==> src/rtl/dpram_fifo_ctrl_pkg.sv <==
// Shared constants and types for the dpram-backed FIFO controller.
package dpram_pkg;

  localparam int DATA_W_DEF = 8;
  localparam int ADDR_W_DEF = 4;

  // Pointer type for the default configuration: one extra bit beyond the
  // RAM address so that full and empty can be told apart.
  typedef logic [ADDR_W_DEF:0] ptr_t;

  // Storage capacity for a given RAM address width.
  function automatic int depth_of(input int addr_w);
    return 1 << addr_w;
  endfunction

endpackage

==> src/rtl/dpram_fifo_ctrl_if.sv <==
// Bundle of the push/pop handshakes and the dpram port A/B connections.
//
// Handshake semantics: a push is taken on a rising clk edge when wr_en is
// high and full is low; a word is popped on a rising clk edge when rd_valid
// and rd_ready are both high. rd_valid never depends on rd_ready, and rd_data
// stays stable while rd_valid is high and rd_ready is low.
//
// The master modport is the FIFO controller; the slave modport is the
// surrounding logic (producer, consumer and the dpram instance).
interface dpram_fifo_ctrl_if #(
  parameter int DATA_W = dpram_pkg::DATA_W_DEF,
  parameter int ADDR_W = dpram_pkg::ADDR_W_DEF
);
  logic              wr_en;
  logic [DATA_W-1:0] wr_data;
  logic              full;
  logic              overflow;
  logic              rd_valid;
  logic              rd_ready;
  logic [DATA_W-1:0] rd_data;
  logic [ADDR_W:0]   count;
  logic              ram_we_a;
  logic [ADDR_W-1:0] ram_addr_a;
  logic [DATA_W-1:0] ram_din_a;
  logic              ram_we_b;
  logic [ADDR_W-1:0] ram_addr_b;
  logic [DATA_W-1:0] ram_din_b;
  logic [DATA_W-1:0] ram_dout_b;

  modport master (
    input  wr_en, wr_data, rd_ready, ram_dout_b,
    output full, overflow, rd_valid, rd_data, count,
    output ram_we_a, ram_addr_a, ram_din_a, ram_we_b, ram_addr_b, ram_din_b
  );

  modport slave (
    output wr_en, wr_data, rd_ready, ram_dout_b,
    input  full, overflow, rd_valid, rd_data, count,
    input  ram_we_a, ram_addr_a, ram_din_a, ram_we_b, ram_addr_b, ram_din_b
  );
endinterface

==> src/rtl/dpram_fifo_ctrl_out_skid.sv <==
// Two-entry in-order output buffer that absorbs the registered RAM read data
// and presents it on the valid/ready pop side.
module fifo_out_skid import dpram_pkg::*; #(
  parameter int DATA_W = DATA_W_DEF
) (
  input  logic              clk,
  input  logic              rst,
  input  logic              cap,
  input  logic [DATA_W-1:0] cap_data,
  input  logic              rd_ready,
  output logic              rd_valid,
  output logic [DATA_W-1:0] rd_data,
  output logic              pop,
  output logic [1:0]        out_cnt
);
  logic [DATA_W-1:0] slot [2];
  logic              head;
  logic              tail;
  logic [1:0]        cnt_q;

  // Head slot is the oldest word; the producer side never captures into a
  // full buffer unless the head is leaving in the same cycle.
  assign rd_valid = (cnt_q != 2'd0);
  assign rd_data  = slot[head];
  assign pop      = rd_valid && rd_ready;
  assign out_cnt  = cnt_q;

  // Slot storage, ring indices and occupancy.
  always_ff @(posedge clk or posedge rst) begin
    if (rst) begin
      slot[0] <= '0;
      slot[1] <= '0;
      head    <= 1'b0;
      tail    <= 1'b0;
      cnt_q   <= 2'd0;
    end else begin
      if (cap) begin
        slot[tail] <= cap_data;
        tail       <= ~tail;
      end
      if (pop) begin
        head <= ~head;
      end
      cnt_q <= cnt_q + {1'b0, cap} - {1'b0, pop};
    end
  end
endmodule

==> src/rtl/dpram_fifo_ctrl.sv <==
// FIFO controller driving an external dual-port RAM: port A writes pushed
// words, port B prefetches into a small output buffer for first-word-fall-
// through reads.
module dpram_fifo_ctrl import dpram_pkg::*; #(
  parameter int DATA_W = DATA_W_DEF,
  parameter int ADDR_W = ADDR_W_DEF
) (
  input  logic              clk,
  input  logic              rst,
  dpram_fifo_ctrl_if.master bus
);
  localparam int              DEPTH   = depth_of(ADDR_W);
  localparam logic [ADDR_W:0] DEPTH_C = (ADDR_W + 1)'(DEPTH);
  localparam logic [ADDR_W:0] ONE_C   = (ADDR_W + 1)'(1);

  logic [ADDR_W:0]   wptr;
  logic [ADDR_W:0]   rptr;
  logic [ADDR_W:0]   count_q;
  logic              overflow_q;
  logic              inflight;
  logic              full;
  logic              push;
  logic              pop;
  logic              issue;
  logic [1:0]        out_cnt;
  logic [2:0]        occ_after;
  logic              skid_valid;
  logic [DATA_W-1:0] skid_data;

  // full comes from the registered count, so a pop in the same cycle never
  // admits a push. rst gates push so the RAM port stays quiet during reset.
  assign full  = (count_q == DEPTH_C);
  assign push  = bus.wr_en && !full && !rst;

  // Words the output stage will hold after this cycle, counting the read
  // already in flight; a new read is only issued if it will find room.
  assign occ_after = {1'b0, out_cnt} + {2'b00, inflight} - {2'b00, pop};
  assign issue     = (wptr != rptr) && (occ_after < 3'd2);

  assign bus.ram_we_a   = push;
  assign bus.ram_addr_a = wptr[ADDR_W-1:0];
  assign bus.ram_din_a  = push ? bus.wr_data : '0;
  assign bus.ram_we_b   = 1'b0;
  assign bus.ram_addr_b = rptr[ADDR_W-1:0];
  assign bus.ram_din_b  = '0;
  assign bus.full       = full;
  assign bus.overflow   = overflow_q;
  assign bus.count      = count_q;
  assign bus.rd_valid   = skid_valid;
  assign bus.rd_data    = skid_data;

  // Pointers, in-flight read flag, occupancy and sticky overflow.
  always_ff @(posedge clk or posedge rst) begin
    if (rst) begin
      wptr       <= '0;
      rptr       <= '0;
      count_q    <= '0;
      overflow_q <= 1'b0;
      inflight   <= 1'b0;
    end else begin
      if (push) begin
        wptr <= wptr + ONE_C;
      end
      if (issue) begin
        rptr <= rptr + ONE_C;
      end
      inflight <= issue;
      count_q  <= count_q + (push ? ONE_C : '0) - (pop ? ONE_C : '0);
      if (bus.wr_en && full) begin
        overflow_q <= 1'b1;
      end
    end
  end

  fifo_out_skid #(.DATA_W(DATA_W)) u_out_skid (
    .clk      (clk),
    .rst      (rst),
    .cap      (inflight),
    .cap_data (bus.ram_dout_b),
    .rd_ready (bus.rd_ready),
    .rd_valid (skid_valid),
    .rd_data  (skid_data),
    .pop      (pop),
    .out_cnt  (out_cnt)
  );
endmodule

==> src/flat_wrapper.sv <==
// flat-port wrapper written by rule: the top's interface ports become plain ports
module dpram_fifo_ctrl_flat import dpram_pkg::*;
#(
  parameter int DATA_W = DATA_W_DEF,
  parameter int ADDR_W = ADDR_W_DEF
)
  (clk, rst, bus_wr_en, bus_wr_data, bus_rd_ready, bus_ram_dout_b, bus_full, bus_overflow, bus_rd_valid, bus_rd_data, bus_count, bus_ram_we_a, bus_ram_addr_a, bus_ram_din_a, bus_ram_we_b, bus_ram_addr_b, bus_ram_din_b);
  dpram_fifo_ctrl_if #(.DATA_W(DATA_W), .ADDR_W(ADDR_W)) bus_i ();
  input  logic clk;
  input  logic rst;
  input wire logic [$bits(bus_i.wr_en)-1:0] bus_wr_en;
  input wire logic [$bits(bus_i.wr_data)-1:0] bus_wr_data;
  input wire logic [$bits(bus_i.rd_ready)-1:0] bus_rd_ready;
  input wire logic [$bits(bus_i.ram_dout_b)-1:0] bus_ram_dout_b;
  output wire logic [$bits(bus_i.full)-1:0] bus_full;
  output wire logic [$bits(bus_i.overflow)-1:0] bus_overflow;
  output wire logic [$bits(bus_i.rd_valid)-1:0] bus_rd_valid;
  output wire logic [$bits(bus_i.rd_data)-1:0] bus_rd_data;
  output wire logic [$bits(bus_i.count)-1:0] bus_count;
  output wire logic [$bits(bus_i.ram_we_a)-1:0] bus_ram_we_a;
  output wire logic [$bits(bus_i.ram_addr_a)-1:0] bus_ram_addr_a;
  output wire logic [$bits(bus_i.ram_din_a)-1:0] bus_ram_din_a;
  output wire logic [$bits(bus_i.ram_we_b)-1:0] bus_ram_we_b;
  output wire logic [$bits(bus_i.ram_addr_b)-1:0] bus_ram_addr_b;
  output wire logic [$bits(bus_i.ram_din_b)-1:0] bus_ram_din_b;
  assign bus_i.wr_en = bus_wr_en;
  assign bus_i.wr_data = bus_wr_data;
  assign bus_i.rd_ready = bus_rd_ready;
  assign bus_i.ram_dout_b = bus_ram_dout_b;
  assign bus_full = bus_i.full;
  assign bus_overflow = bus_i.overflow;
  assign bus_rd_valid = bus_i.rd_valid;
  assign bus_rd_data = bus_i.rd_data;
  assign bus_count = bus_i.count;
  assign bus_ram_we_a = bus_i.ram_we_a;
  assign bus_ram_addr_a = bus_i.ram_addr_a;
  assign bus_ram_din_a = bus_i.ram_din_a;
  assign bus_ram_we_b = bus_i.ram_we_b;
  assign bus_ram_addr_b = bus_i.ram_addr_b;
  assign bus_ram_din_b = bus_i.ram_din_b;
  dpram_fifo_ctrl #(.DATA_W(DATA_W), .ADDR_W(ADDR_W)) u_core (.clk(clk), .rst(rst), .bus(bus_i));
endmodule
==> config.mk <==
export PLATFORM = sky130hd
export DESIGN_NAME = dpram_fifo_ctrl_flat
export DESIGN_NICKNAME = d
export VERILOG_FILES = /design/src/rtl/dpram_fifo_ctrl_pkg.sv /design/src/rtl/dpram_fifo_ctrl_if.sv /design/src/rtl/dpram_fifo_ctrl_out_skid.sv /design/src/rtl/dpram_fifo_ctrl.sv /design/src/flat_wrapper.sv
export SDC_FILE = /design/constraint.sdc
export NUM_CORES = 1
export LEC_CHECK = 0
export ABC_AREA = 1
export CORE_MARGIN = 2
export CORE_UTILIZATION = 30
export CTS_CLUSTER_SIZE = 12
export DETAILED_ROUTE_END_ITERATION = 16
export GPL_ROUTABILITY_DRIVEN = 0
export SYNTH_ARGS = -nofsm -noshare
export SYNTH_HDL_FRONTEND = slang
export SYNTH_SLANG_ARGS = --single-unit
==> constraint.sdc <==
create_clock -name clk -period 2.9 [get_ports clk]
set_input_delay 0.58 -clock clk [delete_from_list [all_inputs] [get_ports clk]]
set_output_delay 0.58 -clock clk [all_outputs]
set_load 0.1 [all_outputs]
Word level (Yosys, flattened, before mapping)
Cells that the tools add are included.
{ "totals": {"reg_bits": 37, "latch_bits": 0, "mem_bits_rw": 0, "mem_bits_ro": 0, "inputBits": 20, "word_cells": 46, "mem_count": 0} }
{ "classes": {"addsub": 8, "mul": 0, "n_div": 0, "order_cmp": 4, "eq_ne": 2, "n_shift": 0, "mux": 9, "bitwise": 4, "n_reduce_logical": 9} }
{ "ops": {"columns": ["operator", "n"], "rows": [
  ["2-to-1 mux 8 bit", 5],
  ["bitwise mux 16 bit", 1],
  ["adder 5 x 1 -> 5 bit (second input constant)", 2],
  ["demux 8 bit (select 1 bit)", 1],
  ["logical AND 1 bit", 6],
  ["adder 5 bit", 1],
  ["== test 5 bit (second input constant)", 1],
  ["inequality test 5 bit", 1],
  ["subtractor 5 bit", 1],
  ["greater-or-equal comparator 2 bit (second input constant)", 2],
  ["inverter 1 -> 2 bit", 2],
  ["adder 2 x 1 -> 3 bit", 1],
  ["< comparator 3 x 2 -> 1 bit (second input constant)", 1],
  ["subtractor 3 x 1 -> 3 bit", 1],
  ["adder 2 x 1 -> 2 bit", 1],
  ["zero test 1 bit", 2],
  ["< comparator 2 x 1 -> 1 bit (second input constant)", 1],
  ["2-to-1 mux 1 bit", 2],
  ["inverter 1 bit", 2],
  ["nonzero test 2 bit", 1],
  ["subtractor 2 x 1 -> 2 bit", 1]
]} }

Longest topological paths before layout
{ "depth": {"word_depth": 7, "ltp_mapped": 13, "ltp_nobuf": 13} }

Cells and area by module
Synthesis repeated with hierarchy kept, for this count alone.
{ "unflattened": {"hier_cells": 273, "hier_area_um2": 2247.2} }
{ "by_module_without_submodules": {"columns": ["module", "instances", "cells_per_inst", "area_each_um2", "seq_area_each_um2"], "rows": [
  ["dpram_fifo_ctrl", 1, 159, 1266.2, 425.4],
  ["fifo_out_skid", 1, 114, 980.9, 500.5]
]} }

Worst setup path before layout
OpenSTA, ideal clock, no wires.
{ "synth_path": {"kind": "input-to-output", "start": "input port rst", "end": "output port bus_ram_din_a[0]", "t_arrival_ps": 3043, "setup_slack_ps": -723, "stages": 4, "cell_sequence": "inv_1 -> nand3_1 -> buf_2 -> nor2_1"} }
{ "synth_between": {"elab_chain_cells": 3} }
{ "synth_lines": {"columns": ["element", "line", "rtl"], "rows": [
  ["from (decl)", "flat_wrapper.sv:10", "input logic rst;"],
  ["zero test 1 bit", "dpram_fifo_ctrl.sv:33", "assign push = bus.wr_en && !full && !rst;"],
  ["logical AND 1 bit", "dpram_fifo_ctrl.sv:33", null],
  ["2-to-1 mux 8 bit", "dpram_fifo_ctrl.sv:42", "assign bus.ram_din_a = push ? bus.wr_data : '0;"],
  ["to (decl)", "flat_wrapper.sv:22", "output wire logic [$bits(bus_i.ram_din_a)-1:0] bus_ram_din_a;"]
]} }
Every way passes these cells.

Worst setup path after layout
{ "layout_path": {"start": "register u_core.u_out_skid.cnt_q[1], in the netlist u_core.u_out_skid.out_cnt[1]", "end": "register u_core.rptr[3]"} }
{ "layout_between": {"elab_chain_cells": 5} }
{ "layout_lines": {"columns": ["element", "line", "rtl"], "rows": [
  ["from (decl)", "dpram_fifo_ctrl_out_skid.sv:19", "logic [1:0] cnt_q;"],
  ["from (signal assigned)", "dpram_fifo_ctrl_out_skid.sv:44", "cnt_q <= cnt_q + {1'b0, cap} - {1'b0, pop};"],
  ["nonzero test 2 bit", "dpram_fifo_ctrl_out_skid.sv:23", "assign rd_valid = (cnt_q != 2'd0);"],
  ["logical AND 1 bit", "dpram_fifo_ctrl_out_skid.sv:25", "assign pop = rd_valid && rd_ready;"],
  ["via u_core.pop", "dpram_fifo_ctrl.sv:23", "logic pop;"],
  ["subtractor 3 x 1 -> 3 bit", "dpram_fifo_ctrl.sv:37", "assign occ_after = {1'b0, out_cnt} + {2'b00, inflight} - {2'b00, pop};"],
  ["via u_core.occ_after[1]", "dpram_fifo_ctrl.sv:26", "logic [2:0] occ_after;"],
  ["< comparator 3 x 2 -> 1 bit", "dpram_fifo_ctrl.sv:38", "assign issue = (wptr != rptr) && (occ_after < 3'd2);"],
  ["logical AND 1 bit", "dpram_fifo_ctrl.sv:38", null],
  ["to (signal assigned)", "dpram_fifo_ctrl.sv:65", "rptr <= rptr + ONE_C;"],
  ["to (decl)", "dpram_fifo_ctrl.sv:17", "logic [ADDR_W:0] rptr;"]
]} }
The timed path passes the listed nets, and every way through them passes these cells.
A chain may end at the register's enable or synchronous reset.

==> flow_summary.ini <==
[cells_and_area]
nNetsFinal = 317
syn_to_final_growth_pct = 33.9
layout-drive-gt1-share_pct = 26.2
insertedDiodeCount = 0

[critical_path]
critical_path_required_ps = 3080
cp_cell_sequence = or2_2 -> nand2_1 -> inv_1 -> ha_1 -> inv_1 -> ha_1 -> fa_1 -> a21oi_1 -> o21ai_0 -> inv_1 -> nand2_4 -> nand2_1 -> nand2_1
r2r_start = u_core.u_out_skid.out_cnt[1]
reg2reg_to = u_core.rptr[3]
crit_family = adder cells
cp-start-kind = flop
r2r_cells = 13
rrSetupSlack_ps = 330
crit_slowest_cell = fa_1
path_buf_inv = 3
slowest_delay_ps = 460
critPathMaxFanout = 5
path_class = reg2reg
critPathArrivalTime_ps = 2740
end_kind = flop

[cts]
clock_latency_ps = 280
cts_sinks = 37
postCtsSetupBuffers = 0
h-tree-depth = 2
cts_inserted_buffers = 5
hold_buffers = 0
cts_tree = built
cts_max_path_buffers = 2
cts-root-buf = clkbuf_8
cts.clk_slew.worst_paths_ps = 70
cts_resized = 0

[global_routing]
grt_max_degree = 38
gr-usage-met3_pct = 3.30
overflow = 0
grtUsageMet2_pct = 18.7
grt_use_total_pct = 11.7
globalRoute.busiestLayer = met2
grt_pass1_wl_um = 7170
grt_pass1_vias = 1537
antenna_found_initial = 0
met1_usage_pct = 15.7

[floorplan]
start_util_pct = 30.9
dieWidth_um = 87.7
core_um2 = 6790
dieArea_um2 = 7690
num_rows = 30
die_y_um = 87.7
pin_count = 62

[sta]
period_share_pct = 88.5
finalSetupViolCount = 0
hold_viol_final = 0
worst-slew-pin-transition_ps = 714
min_period_ps = 2570
maxSlewViolCount = 0
fin_worst_skew_ps = 3.51
max_freq_ghz = 0.390
rsz0062_at_grt = no
relSlewSlack_pct = 52.4
tns_ps = 0

[drt]
route.vias.total = 1524
finalWirelength_um = 3890
drc = 0
drtIter0Drc = 60
vias_per_cell = 3.99
ant_nets = 0
wire_per_inst_um = 10.2
first_pass_iters = 4

[logic_synthesis]
yosys.area.top_type_share_pct = 44.1
synth_edf_count = 0
async_reset_ff_share_pct = 100
synthFlopType = dfrtp_1
ys_seq_area_share_pct = 44.1
yosys_warnings = 0
netlist_top_cells_count = 52 x nand2_1, 41 x inv_1, 37 x dfrtp_1
synth.ff_latch_count = 37
avgSynthCellArea_um2 = 8.83
syn_inst = 238
synth_most_common_cell = nand2_1
synthDistinctLibCells = 26
synth_top_cell_by_area = dfrtp_1
synth_area_leaders = dfrtp_1 44%, nand2_1 9.3%, inv_1 7.3%
netlist_area_um2 = 2100

[min_path]
min_to = u_core.bus.overflow
hold_path_depth = 1
hp-start = u_core.bus.overflow
min_path_type = reg2reg

[place]
hpwl_um = 2940
io_buffers = 52

[run]
maxCapViolations = 0

[status]
status = finished, final reports clean
-- registers in the layout, indices dropped and copies added, names as in the netlist --
| name | flops |
|---|---|
| u_core.u_out_skid.head | 1 |
| u_core.bus.overflow | 1 |
| u_core.inflight | 1 |
| u_core.bus.count | 5 |
| u_core.u_out_skid.out_cnt | 2 |
| u_core.u_out_skid.slot | 16 |
| u_core.u_out_skid.tail | 1 |
| u_core.rptr | 5 |
| u_core.wptr | 5 |
-- per-layer routing --
layer  wire [µm]  part of all wire, %
met5           0                    0
met4          10                 0.26
met2        1820                   47
met1        1870                   48
met3         189                  4.9
-- layout by cell type (no fill, tap or decap), types with 2 or more instances in the layout --
master	instances
a21oi_1	3
xor2_1	8
nor2_1	3
buf_12	9
dfrtp_1	35
nor2_2	2
conb_1	9
fa_1	2
dfrtp_2	2
clkdlybuf4s50_1	19
xnor2_1	3
inv_1	40
mux2_2	8
o21ai_2	8
nand3_1	12
buf_4	26
ha_1	10
o21ai_0	11
clkinv_2	2
clkbuf_8	5
nor2_4	8
nand2_1	52
-- stage by stage --
stage,area (µm²),util (%),hold slack (ps),setup slack [ps],instances
3_5_place_dp,2730,40.2,454,46.0,374
4_1_cts,2810,41.4,472,337,382
5_1_grt,2810,41.4,497,114,382
6_report,2810,41.4,463,335,382
2_1_floorplan,2200,-,448,18.8,246
3_3_place_gp,2730,40.2,455,88.9,374
-- final cells by class --
type                    instances  area (µm²)
clock buffers                   6        72.6
flip-flops and latches         37         928
inverters                      42         166
fillers                       663        3980
repair buffers                 54         566
well taps                      96         120
clock inverters                 2        10.0
multi-input cells             145         950
-- worst max-delay path by stage --
| stage | start | to | slack, ps | cells after the start |
|---|---|---|---|---|
| 2_1_floorplan | rst | u_core.bus.count[4] | 20 | 9 |
| 3_3_place_gp | bus_rd_ready | u_core.rptr[2] | 90 | 13 |
| 3_5_place_dp | bus_rd_ready | u_core.rptr[3] | 50 | 13 |
| 4_1_cts | u_core.u_out_skid.out_cnt[1] | u_core.rptr[3] | 340 | 13 |
| 5_1_grt | u_core.u_out_skid.out_cnt[1] | u_core.rptr[1] | 110 | 13 |
| 6_report | u_core.u_out_skid.out_cnt[1] | u_core.rptr[3] | 330 | 13 |
-- worst reg2reg max path, delay by kind of cell (launching register included) --
kind                       cells  cell delay, ps
DFF                            1             410
and+or+nand+nor                5             620
buffers and inverters          3             300
adders and majority gates      3             910
AOI/OAI and AO/OA              2             240
-- cells by family (layout without fill, tap and decap cells) --
| group | count (synthesis) | in the layout | share of synthesized area (%) |
|---|---|---|---|
| fa+ha+maj | 12 | 12 | 7.86 |
| buf+inv | 64 | 104 | 15.0 |
| xor+xnor | 11 | 11 | 4.59 |
| mux | 8 | 8 | 4.29 |
| simple gates | 82 | 82 | 17.0 |
| flops | 37 | 37 | 44.1 |
| compound gates | 23 | 23 | 7.03 |
| other cells | 1 | 9 | 0.179 |
Power is not shown: default switching activity piles up to over one toggle a cycle in this logic, so the estimate is an artifact.
